### src/rtl/collect_data_121_if.sv
// Bundles the router-slot inputs, the operator controls and the collected-entry
// outputs of collect_data_121. The design uses the slave modport and the driver uses master.
interface collect_data_121_if #(
  parameter int N_ROUTERS = 121,
  parameter int PKT_W     = 15
);
  localparam int IDX_W = $clog2(N_ROUTERS);

  logic [N_ROUTERS*PKT_W-1:0] in_routers;
  logic                       sw_clear;
  logic                       key_next;
  logic                       rx_valid;
  logic [IDX_W-1:0]           rx_router;
  logic [PKT_W-2:0]           rx_data;
  logic [7:0]                 rx_count;
  logic [15:0]                rx_stamp;
  logic [6:0]                 hex_router;
  logic [6:0]                 hex_data;

  modport master (
    output in_routers, sw_clear, key_next,
    input  rx_valid, rx_router, rx_data, rx_count, rx_stamp, hex_router, hex_data
  );

  modport slave (
    input  in_routers, sw_clear, key_next,
    output rx_valid, rx_router, rx_data, rx_count, rx_stamp, hex_router, hex_data
  );
endinterface

### src/rtl/collect_data_121.sv
// Collects new-packet arrivals from the router local outputs into a small FIFO for display.
// Optional macro ARRIVAL_STAMP_EN adds a 16-bit cycle stamp stored with each FIFO entry.
module collect_data_121 #(
  parameter int N_ROUTERS  = 121,
  parameter int PKT_W      = 15,
  parameter int FIFO_DEPTH = 4
) (
  input  logic                 clk,
  input  logic                 rst_n,
  collect_data_121_if.slave    bus
);
  localparam int IDX_W = $clog2(N_ROUTERS);
  localparam int DAT_W = PKT_W - 1;
  localparam int PTR_W = $clog2(FIFO_DEPTH);
  localparam int CNT_W = PTR_W + 1;
  localparam logic [6:0] DASH = 7'b0111111;

  logic [N_ROUTERS-1:0] cur_v;
  logic [N_ROUTERS-1:0] arrival;
  logic [N_ROUTERS-1:0] prev_v_reg;
  logic [N_ROUTERS-1:0] pending_reg;
  logic [N_ROUTERS-1:0] pending_next;
  logic [N_ROUTERS-1:0] service_mask;

  logic [IDX_W-1:0] sel_idx;
  logic             sel_found;
  logic [DAT_W-1:0] sel_payload;
  logic             sel_valid;
  logic             service;
  logic             push;
  logic             pop;
  logic             key_rise;
  logic             key_reg;

  logic [IDX_W-1:0] mem_router [FIFO_DEPTH];
  logic [DAT_W-1:0] mem_data   [FIFO_DEPTH];
  logic [PTR_W-1:0] wr_ptr_reg;
  logic [PTR_W-1:0] rd_ptr_reg;
  logic [CNT_W-1:0] fifo_cnt_reg;
  logic             fifo_empty;
  logic             fifo_full;
  logic [IDX_W-1:0] head_router;
  logic [DAT_W-1:0] head_data;

  logic [7:0] rx_count_reg;
  logic [6:0] hex_router_reg;
  logic [6:0] hex_data_reg;

`ifdef ARRIVAL_STAMP_EN
  logic [15:0] stamp_reg;
  logic [15:0] mem_stamp [FIFO_DEPTH];
`endif

  genvar gi;
  generate
    for (gi = 0; gi < N_ROUTERS; gi++) begin : g_slot
      assign cur_v[gi]   = bus.in_routers[gi*PKT_W + PKT_W - 1];
      assign arrival[gi] = cur_v[gi] & ~prev_v_reg[gi];
    end
  endgenerate

  // Descending scan so the lowest pending index is the last one to win.
  always_comb begin
    sel_idx   = '0;
    sel_found = 1'b0;
    for (int i = N_ROUTERS - 1; i >= 0; i--) begin
      if (pending_reg[i]) begin
        sel_idx   = IDX_W'(i);
        sel_found = 1'b1;
      end
    end
  end

  assign fifo_empty  = (fifo_cnt_reg == '0);
  assign fifo_full   = (fifo_cnt_reg == CNT_W'(FIFO_DEPTH));
  assign sel_valid   = cur_v[sel_idx];
  assign sel_payload = bus.in_routers[32'(sel_idx)*PKT_W +: DAT_W];
  assign service     = sel_found & ~fifo_full;
  assign push        = service & sel_valid;
  assign key_rise    = bus.key_next & ~key_reg;
  assign pop         = key_rise & ~fifo_empty;

  // An arrival landing on the slot being serviced merges into that service.
  assign service_mask = service ? (N_ROUTERS'(1) << sel_idx) : '0;
  assign pending_next = (pending_reg | arrival) & ~service_mask;

  assign head_router = mem_router[rd_ptr_reg];
  assign head_data   = mem_data[rd_ptr_reg];

  function automatic logic [6:0] seg7(input logic [3:0] n);
    logic [6:0] s;
    case (n)
      4'h0: s = 7'b1000000;
      4'h1: s = 7'b1111001;
      4'h2: s = 7'b0100100;
      4'h3: s = 7'b0110000;
      4'h4: s = 7'b0011001;
      4'h5: s = 7'b0010010;
      4'h6: s = 7'b0000010;
      4'h7: s = 7'b1111000;
      4'h8: s = 7'b0000000;
      4'h9: s = 7'b0010000;
      4'hA: s = 7'b0001000;
      4'hB: s = 7'b0000011;
      4'hC: s = 7'b1000110;
      4'hD: s = 7'b0100001;
      4'hE: s = 7'b0000110;
      default: s = 7'b0001110;
    endcase
    return s;
  endfunction

  always_ff @(posedge clk) begin
    if (push) begin
      mem_router[wr_ptr_reg] <= sel_idx;
      mem_data[wr_ptr_reg]   <= sel_payload;
`ifdef ARRIVAL_STAMP_EN
      // The arrival was detected one edge before the earliest possible push.
      mem_stamp[wr_ptr_reg]  <= stamp_reg - 16'd1;
`endif
    end
  end

  always_ff @(posedge clk) begin
    if (!rst_n) begin
      prev_v_reg     <= '0;
      pending_reg    <= '0;
      wr_ptr_reg     <= '0;
      rd_ptr_reg     <= '0;
      fifo_cnt_reg   <= '0;
      rx_count_reg   <= '0;
      key_reg        <= 1'b0;
      hex_router_reg <= DASH;
      hex_data_reg   <= DASH;
    end else begin
      prev_v_reg     <= cur_v;
      key_reg        <= bus.key_next;
      hex_router_reg <= fifo_empty ? DASH : seg7(head_router[3:0]);
      hex_data_reg   <= fifo_empty ? DASH : seg7(head_data[3:0]);
      if (bus.sw_clear) begin
        pending_reg  <= '0;
        wr_ptr_reg   <= '0;
        rd_ptr_reg   <= '0;
        fifo_cnt_reg <= '0;
        rx_count_reg <= '0;
      end else begin
        pending_reg <= pending_next;
        if (push) begin
          wr_ptr_reg <= wr_ptr_reg + 1'b1;
          if (rx_count_reg != 8'hFF) rx_count_reg <= rx_count_reg + 8'd1;
        end
        if (pop) rd_ptr_reg <= rd_ptr_reg + 1'b1;
        case ({push, pop})
          2'b10:   fifo_cnt_reg <= fifo_cnt_reg + 1'b1;
          2'b01:   fifo_cnt_reg <= fifo_cnt_reg - 1'b1;
          default: fifo_cnt_reg <= fifo_cnt_reg;
        endcase
      end
    end
  end

`ifdef ARRIVAL_STAMP_EN
  always_ff @(posedge clk) begin
    if (!rst_n) stamp_reg <= '0;
    else        stamp_reg <= stamp_reg + 16'd1;
  end
  assign bus.rx_stamp = fifo_empty ? 16'd0 : mem_stamp[rd_ptr_reg];
`else
  assign bus.rx_stamp = 16'd0;
`endif

  assign bus.rx_valid   = ~fifo_empty;
  assign bus.rx_router  = fifo_empty ? '0 : head_router;
  assign bus.rx_data    = fifo_empty ? '0 : head_data;
  assign bus.rx_count   = rx_count_reg;
  assign bus.hex_router = hex_router_reg;
  assign bus.hex_data   = hex_data_reg;
endmodule

### src/flat_wrapper.sv
// flat-port wrapper written by rule: the top's interface ports become plain ports
module collect_data_121_flat 
#(
  parameter int N_ROUTERS  = 121,
  parameter int PKT_W      = 15,
  parameter int FIFO_DEPTH = 4
)
  (clk, rst_n, bus_in_routers, bus_sw_clear, bus_key_next, bus_rx_valid, bus_rx_router, bus_rx_data, bus_rx_count, bus_rx_stamp, bus_hex_router, bus_hex_data);
  collect_data_121_if #(.N_ROUTERS(N_ROUTERS), .PKT_W(PKT_W)) bus_i ();
  input  logic clk;
  input  logic rst_n;
  input wire logic [$bits(bus_i.in_routers)-1:0] bus_in_routers;
  input wire logic [$bits(bus_i.sw_clear)-1:0] bus_sw_clear;
  input wire logic [$bits(bus_i.key_next)-1:0] bus_key_next;
  output wire logic [$bits(bus_i.rx_valid)-1:0] bus_rx_valid;
  output wire logic [$bits(bus_i.rx_router)-1:0] bus_rx_router;
  output wire logic [$bits(bus_i.rx_data)-1:0] bus_rx_data;
  output wire logic [$bits(bus_i.rx_count)-1:0] bus_rx_count;
  output wire logic [$bits(bus_i.rx_stamp)-1:0] bus_rx_stamp;
  output wire logic [$bits(bus_i.hex_router)-1:0] bus_hex_router;
  output wire logic [$bits(bus_i.hex_data)-1:0] bus_hex_data;
  assign bus_i.in_routers = bus_in_routers;
  assign bus_i.sw_clear = bus_sw_clear;
  assign bus_i.key_next = bus_key_next;
  assign bus_rx_valid = bus_i.rx_valid;
  assign bus_rx_router = bus_i.rx_router;
  assign bus_rx_data = bus_i.rx_data;
  assign bus_rx_count = bus_i.rx_count;
  assign bus_rx_stamp = bus_i.rx_stamp;
  assign bus_hex_router = bus_i.hex_router;
  assign bus_hex_data = bus_i.hex_data;
  collect_data_121 #(.N_ROUTERS(N_ROUTERS), .PKT_W(PKT_W), .FIFO_DEPTH(FIFO_DEPTH)) u_core (.clk(clk), .rst_n(rst_n), .bus(bus_i));
endmodule
### config.mk
export PLATFORM = sky130hd
export DESIGN_NAME = collect_data_121_flat
export DESIGN_NICKNAME = d
export VERILOG_FILES = /design/src/rtl/collect_data_121_if.sv /design/src/rtl/collect_data_121.sv /design/src/flat_wrapper.sv
export SDC_FILE = /design/constraint.sdc
export NUM_CORES = 2
export LEC_CHECK = 0
export ABC_AREA = 1
export ABC_CLOCK_PERIOD_IN_PS = 11400
export CAP_MARGIN = 20
export CORE_AREA = 10 10 732 734
export CTS_BUF_LIST = sky130_fd_sc_hd__clkbuf_8
export CTS_CLUSTER_DIAMETER = 150
export CTS_CLUSTER_SIZE = 20
export DETAILED_ROUTE_END_ITERATION = 7
export DIE_AREA = 0 0 742 744
export MAX_ROUTING_LAYER = met4
export PLACE_DENSITY = 0.3
export SYNTH_ARGS = -nofsm -noshare
export SYNTH_HDL_FRONTEND = slang
export SYNTH_SLANG_ARGS = --single-unit
export TNS_END_PERCENT = 30
### constraint.sdc
create_clock -name clk -period 11.4 [get_ports clk]
set_input_delay 2.85 -clock clk [delete_from_list [all_inputs] [get_ports clk]]
set_output_delay 2.85 -clock clk [all_outputs]
set_load 0.005 [all_outputs]
After elaboration in Yosys (flattened, before gate mapping)
Memories as Yosys holds them, arrays and structs flattened. A register that Yosys moved wholly into a read port is not among the register bits.
Cells that the tools add are included.
{ "totals": {"register_bits": 258, "ram_bits": 84, "mem_bits_ro": 224, "output_inout_bits": 60, "n_memories": 4} }
{ "mem_list": {"columns": ["memory", "depth", "width", "read_ports", "rd_clocked_by_memory_dff", "wr", "line", "source"], "rows": [
  ["(no name shown)", 16, 7, 1, 1, 0, "collect_data_121.sv:92", "case (n)"],
  ["(no name shown)", 16, 7, 1, 1, 0, "collect_data_121.sv:92", null],
  ["u_core.mem_data", 4, 14, 1, 1, 1, "collect_data_121.sv:36", "logic [DAT_W-1:0] mem_data [FIFO_DEPTH];"],
  ["u_core.mem_router", 4, 7, 1, 1, 1, "collect_data_121.sv:35", "logic [IDX_W-1:0] mem_router [FIFO_DEPTH];"]
]} }
{ "classes": {"add_sub_neg": 5, "n_mul": 1, "magnitude_cmp": 1, "eq_ne": 4, "shift": 2, "muxes": 254, "bitwise": 253, "reduce_logical": 5} }
{ "op_table": {"columns": ["operator", "count"], "rows": [
  ["variable part select 1815 x 12 -> 14 bit", 1],
  ["two-way mux 7 bit", 122],
  ["AND 1 bit", 125],
  ["inverter 1 bit", 125],
  ["two-way mux 1 bit", 124],
  ["AND 121 bit", 1],
  ["two-way mux 121 bit", 1],
  ["inverter 121 bit", 1],
  ["bitwise OR 121 bit", 1],
  ["<< shifter 1 x 7 -> 121 bit, first input constant", 1],
  ["two-way mux 14 bit", 1],
  ["multiplier 7 x 4 -> 11 bit, second input constant", 1],
  ["adder 8 x 1 -> 8 bit, second input constant", 1],
  ["< comparator 7 x 8 -> 1 bit, second input constant", 1],
  ["two-way mux 2 bit", 4],
  ["!= test 8 bit, second input constant", 1],
  ["binary-select mux 1 bit (select 7 bit)", 1],
  ["case mux 3 bit (2 select lines)", 1],
  ["adder 2 x 1 -> 2 bit, second input constant", 2],
  ["OR reduction 2 bit", 2],
  ["adder 3 x 1 -> 3 bit, second input constant", 1],
  ["== test 3 bit, second input constant", 1],
  ["logical NOT 3 bit", 1],
  ["subtractor 3 x 1 -> 3 bit, second input constant", 1],
  ["other kinds (4)", 4]
]} }

Longest topological paths before layout
{ "depth": {"ltp_word": 126, "ltp_mapped": 138} }

Least setup slack after synthesis
No wires, ideal clock.
{ "synth_timing": {"kind": "reg-to-reg", "from": "register u_core.pending_reg[118]", "to": "memory u_core.mem_data[0][0] (netlist name) (enable)", "arrival_time_ns": 7.349, "t_required_ns": 11.001, "slack_ns": 3.652, "path_stages_with_launch": 133, "path_cell_list": "dfxtp_1 inv_1 nand2_1 nand2_1 nand2_1 nand2_1 nand2_1 nand2_1 nand2_1 nand2_1 nand2_1 nand2_1 nand2_1 nand2_1 nand2_1 nand2_1 nand2_1 nand2_1 (+97 left out) nand2_1 nand2_2 nand2_4 nand2_4 nand2_4 nand2_2 nor2_2 buf_6 buf_6 nand2_1 nand3_1 nand3_1 nand3_1 nand3_1 nand3_2 nand2_4 nand2_4 nor2_1"} }
{ "synth_between": {"elab_chain_len": 124, "word_cells_on_any_way": 244} }
{ "synth_rtl": {"columns": ["element", "line", "source"], "rows": [
  ["start, declared", "collect_data_121.sv:21", "logic [N_ROUTERS-1:0] pending_reg;"],
  ["start signal, assigned", "collect_data_121.sv:147", "pending_reg <= pending_next;"],
  ["two-way mux 7 bit (119 in a row)", "collect_data_121.sv:67", "if (pending_reg[i]) begin"],
  ["binary-select mux 1 bit (select 7 bit)", "collect_data_121.sv:76", "assign sel_valid = cur_v[sel_idx];"],
  ["two-way mux 1 bit (not written as such)", "collect_data_121.sv:76", null],
  ["AND 1 bit *", "collect_data_121.sv:79", "assign push = service & sel_valid;"],
  ["two-way mux 1 bit *", "collect_data_121.sv:114", "if (push) begin"],
  ["two-way mux 1 bit (not written as such) *", "collect_data_121.sv:116", "mem_data[wr_ptr_reg] <= sel_payload;"],
  ["end, declared", "collect_data_121.sv:36", null]
]} }
Every way passes the cells marked *; elsewhere a longest branch is shown, timed or not. The select of a mux whose other input is x is not followed.

Final worst setup path
{ "layout_timing": {"from": "register u_core.pending_reg[117]", "to": "memory u_core.mem_data[0][4] (netlist name), data pin"} }
{ "layout_between": {"elab_chain_len": 120} }
{ "layout_rtl": {"columns": ["element", "line", "source"], "rows": [
  ["two-way mux 7 bit (118 in a row)", "collect_data_121.sv:67", null],
  ["multiplier 7 x 4 -> 11 bit", "collect_data_121.sv:77", "assign sel_payload = bus.in_routers[32'(sel_idx)*PKT_W +: DAT_W];"],
  ["variable part select 1815 x 12 -> 14 bit", "collect_data_121.sv:77", null],
  ["named net u_core.sel_payload[4]", "collect_data_121.sv:27", "logic [DAT_W-1:0] sel_payload;"]
]} }
The timed path passes the listed nets, and every way through them passes these cells.

==> run summary <==
Critical Path Fanout Max - 19
Initial Utilization - 5.714%
global-route wire length before repair - 526700 um
num rows - 265
clock slew at reported path FFs - 0.14 ns
setup violators final - 0
cells on worst reg2reg path - 134
Highest Clock Rate - 97.59 MHz
status - finished, final reports clean
portion of the post-synthesis area used by sequential elements - 26.94%
final instance area - 0.06327 sq mm
register-to-register setup slack - 1.15 ns
most used cells in the layout excluding fill and tap cells - clkdlybuf4s50_1, nand2_1, nand3_1
die area - 0.5520 sq mm
routed length per placed instance - 31.02 um
count of final hold-check violations - 0
skew final - 0.06997 ns
die boundary width - 742 um
power density over the cells - 150.7 mW/mm^2
Global Route Usage Sum - 15.14%
Mean Syn Cell Area - 6.133 sq um
classification of the worst setup path - register to register
number of sinks driven by the clock tree - 358
crit path capture - u_core.mem_data[0][4]
DR pass1 iterations - 6
crit-path max cell delay - 0.35 ns
maximum capacitance violations - 0
sequential share of power - 16.1%
Nets - 8750
maximum buffer depth of the clock tree - 3
combinational group share of total power - 76.2%
total via count in the routed design - 43932
Final HPWL DP - 376400 um
leakage - 0.02362 uW
residual overflow from global routing - 0
vias in the first global route - 45495
Seq cells post-synth - 358
placed instance area - 0.06070 sq mm
Final TNS setup - 0 ns
number of vias per cell - 3.134
clock insertion delay at the later pin of the skew report - 0.76 ns
most common cell after layout, fill and taps aside - clkdlybuf4s50_1
number of CTS-inserted buffers - 24
final max-slew violation count - 0
DRC Markers - 0
Most common cell on crit path - nand2_1
min-delay src - u_core.rd_ptr_reg[1]
routed wire length - 434800 um
buffer cell driving the clock tree root - clkbuf_8
H-tree level count - 1
final core occ - 12.16%
endpoint type of the worst setup path - register
antenna-violating nets left - 0
CP startpoint kind - register
class of the tightest hold or removal check - register to register
hold depth - 2
crit path launch - u_core.pending_reg[117]
cell count after synthesis - 4847
final worst slack - 1.153 ns
Port Buffers - 1862
DRT iter0 DRCs - 3185
fin crit period - 10.25 ns
pin count of the biggest net entering global routing - 95
reported net switching power - 5115 uW
Worst Path Required - 11.87 ns
share of flip-flops with an asynchronous set or reset after synthesis - 0%
cell with the largest stage delay on the worst path - dfxtp_2
height of the die - 744 um
worst ir drop on vdd - 0.08638 mV
RSZ-0062 raised after global routing - true
Post-Syn Area - 0.02973 sq mm
number of enable flip-flop cells after synthesis - 84
hold buffer count at CTS - 0
portion of total power attributed to the clock network - 7.8%
number of antenna violations at the first check in global routing - 289
internal power summed over all cells - 4418 uW
clock tree from TritonCTS - done
Yosys warnings - 0
critical path arrival - 10.72 ns
area of the core - 0.5202 sq mm
share of the cycle needed by the critical path after routing - 89.88%
Most used DFF post-synth - dfxtp_1
worst relative slew slack - 30.47%
power after layout - 9534 uW
Boundary Pins - 1879
measured slew at the worst slew-check pin - 1.033 ns
endpoint of the worst-slack reg-to-reg timing path - u_core.mem_data[0][4]
layout cells sized above 1 - 12.01%
Crit Reg-Reg Startpoint - u_core.pending_reg[117]
area grow syn2layout - 112.8%
number of distinct standard cells referenced by the synthesized netlist - 45
fraction of power spent switching nets - 53.66%
Final GP Congestion - 0.8684
worst slack at placement - -0.04738 ns
==> critical path, delay by kind of cell (launching register included) <==
family,cells,cell delay (ns)
flip-flops,1,0.35
AO/OA/AOI/OAI,2,0.46
AND/OR/NAND/NOR,124,7.72
buffers and inverters,8,1.27
==> power groups by stage <==
stage          registers [uW]  clock network (uW)  logic [uW]
6_report                 1530                 739        7260
5_1_grt                  1550                 814        7930
4_1_cts                  1530                 783        7230
3_5_place_dp             1560                   0        7210
3_3_place_gp             1570                   0        7250
2_1_floorplan            1550                   0        2380
==> cell families after synthesis <==
family | after synthesis | share of synthesized area [%]
XOR/XNOR | 1 | 0.02947
other | 1 | 0.01261
AND/OR/NAND/NOR | 2737 | 38.86
flip-flops | 358 | 26.94
buffers and inverters | 871 | 12.31
AO/OA/AOI/OAI | 860 | 21.02
adder cells (fa/ha/maj) | 19 | 0.8249
==> per-layer routing <==
layer	up-vias	track usage, %	part of all wire, %
li1	20753	-	-
met1	20889	17.08	41
met2	1909	27.46	51
met3	381	3.641	6.1
met4	0	2.302	2.0
met5	-	-	0
==> timing repair <==
action | CTS | global route
pin swaps | 0 | 33
cloned | 0 | 16
gates resized for setup | 1 | 263
setup buffers | 0 | 16
endpoints found under the setup margin | 4 | 140
==> synthesized netlist by cell type (10+ instances only) <==
cell | count | area, sq um
buf_2 | 82 | 410.4
ha_1 | 18 | 225.2
buf_1 | 22 | 82.58
a31oi_1 | 16 | 100.1
nor3_1 | 58 | 290.3
buf_4 | 44 | 330.3
a211oi_1 | 42 | 315.3
nor2_1 | 277 | 1040
clkbuf_1 | 195 | 732.0
o311ai_0 | 10 | 87.58
nand3b_1 | 23 | 172.7
edfxtp_1 | 84 | 2522
buf_6 | 16 | 180.2
o311ai_1 | 10 | 87.58
o21ai_0 | 166 | 830.8
dfxtp_1 | 274 | 5485
nand4_1 | 99 | 619.3
a22o_1 | 34 | 297.8
nand3_1 | 541 | 2708
o21ai_1 | 42 | 210.2
inv_1 | 489 | 1836
nor4_1 | 31 | 193.9
a221oi_1 | 264 | 2312
a21oi_1 | 183 | 915.9
o211ai_1 | 20 | 150.1
a221oi_2 | 49 | 735.7
nand2_1 | 1682 | 6314
a311oi_1 | 14 | 122.6
inv_2 | 16 | 60.06
==> worst min path at each step <==
| stage | slack (ns) | end |
|---|---|---|
| 2_1_floorplan | 0.44 | register |
| 3_3_place_gp | 0.46 | u_core.rd_ptr_reg[1] |
| 3_5_place_dp | 0.46 | u_core.rd_ptr_reg[1] |
| 4_1_cts | 0.48 | register |
| 5_1_grt | 0.53 | u_core.rd_ptr_reg[0] |
| 6_report | 0.48 | u_core.rd_ptr_reg[1] |
==> final cells by class <==
cell class / instances / area (sq um)
tap: 6942 / 8686
clock buffer: 24 / 330.3
timing repair buffer: 2383 / 24500
clock inverter: 10 / 93.84
inverter: 512 / 1971
sequential: 358 / 8013
antenna: 155 / 387.9
fill: 60518 / 457000
multi-input combinational: 3633 / 19280
==> through the flow <==
stage / cells / hold WS (ns)
floorplan: 4862 / 0.4362
global placement: 13796 / 0.4562
finish: 14017 / 0.4806
global route: 13987 / 0.5291
detailed placement: 13796 / 0.4557
CTS: 13830 / 0.4779
Note: power is estimated with default switching activity, not from simulation.
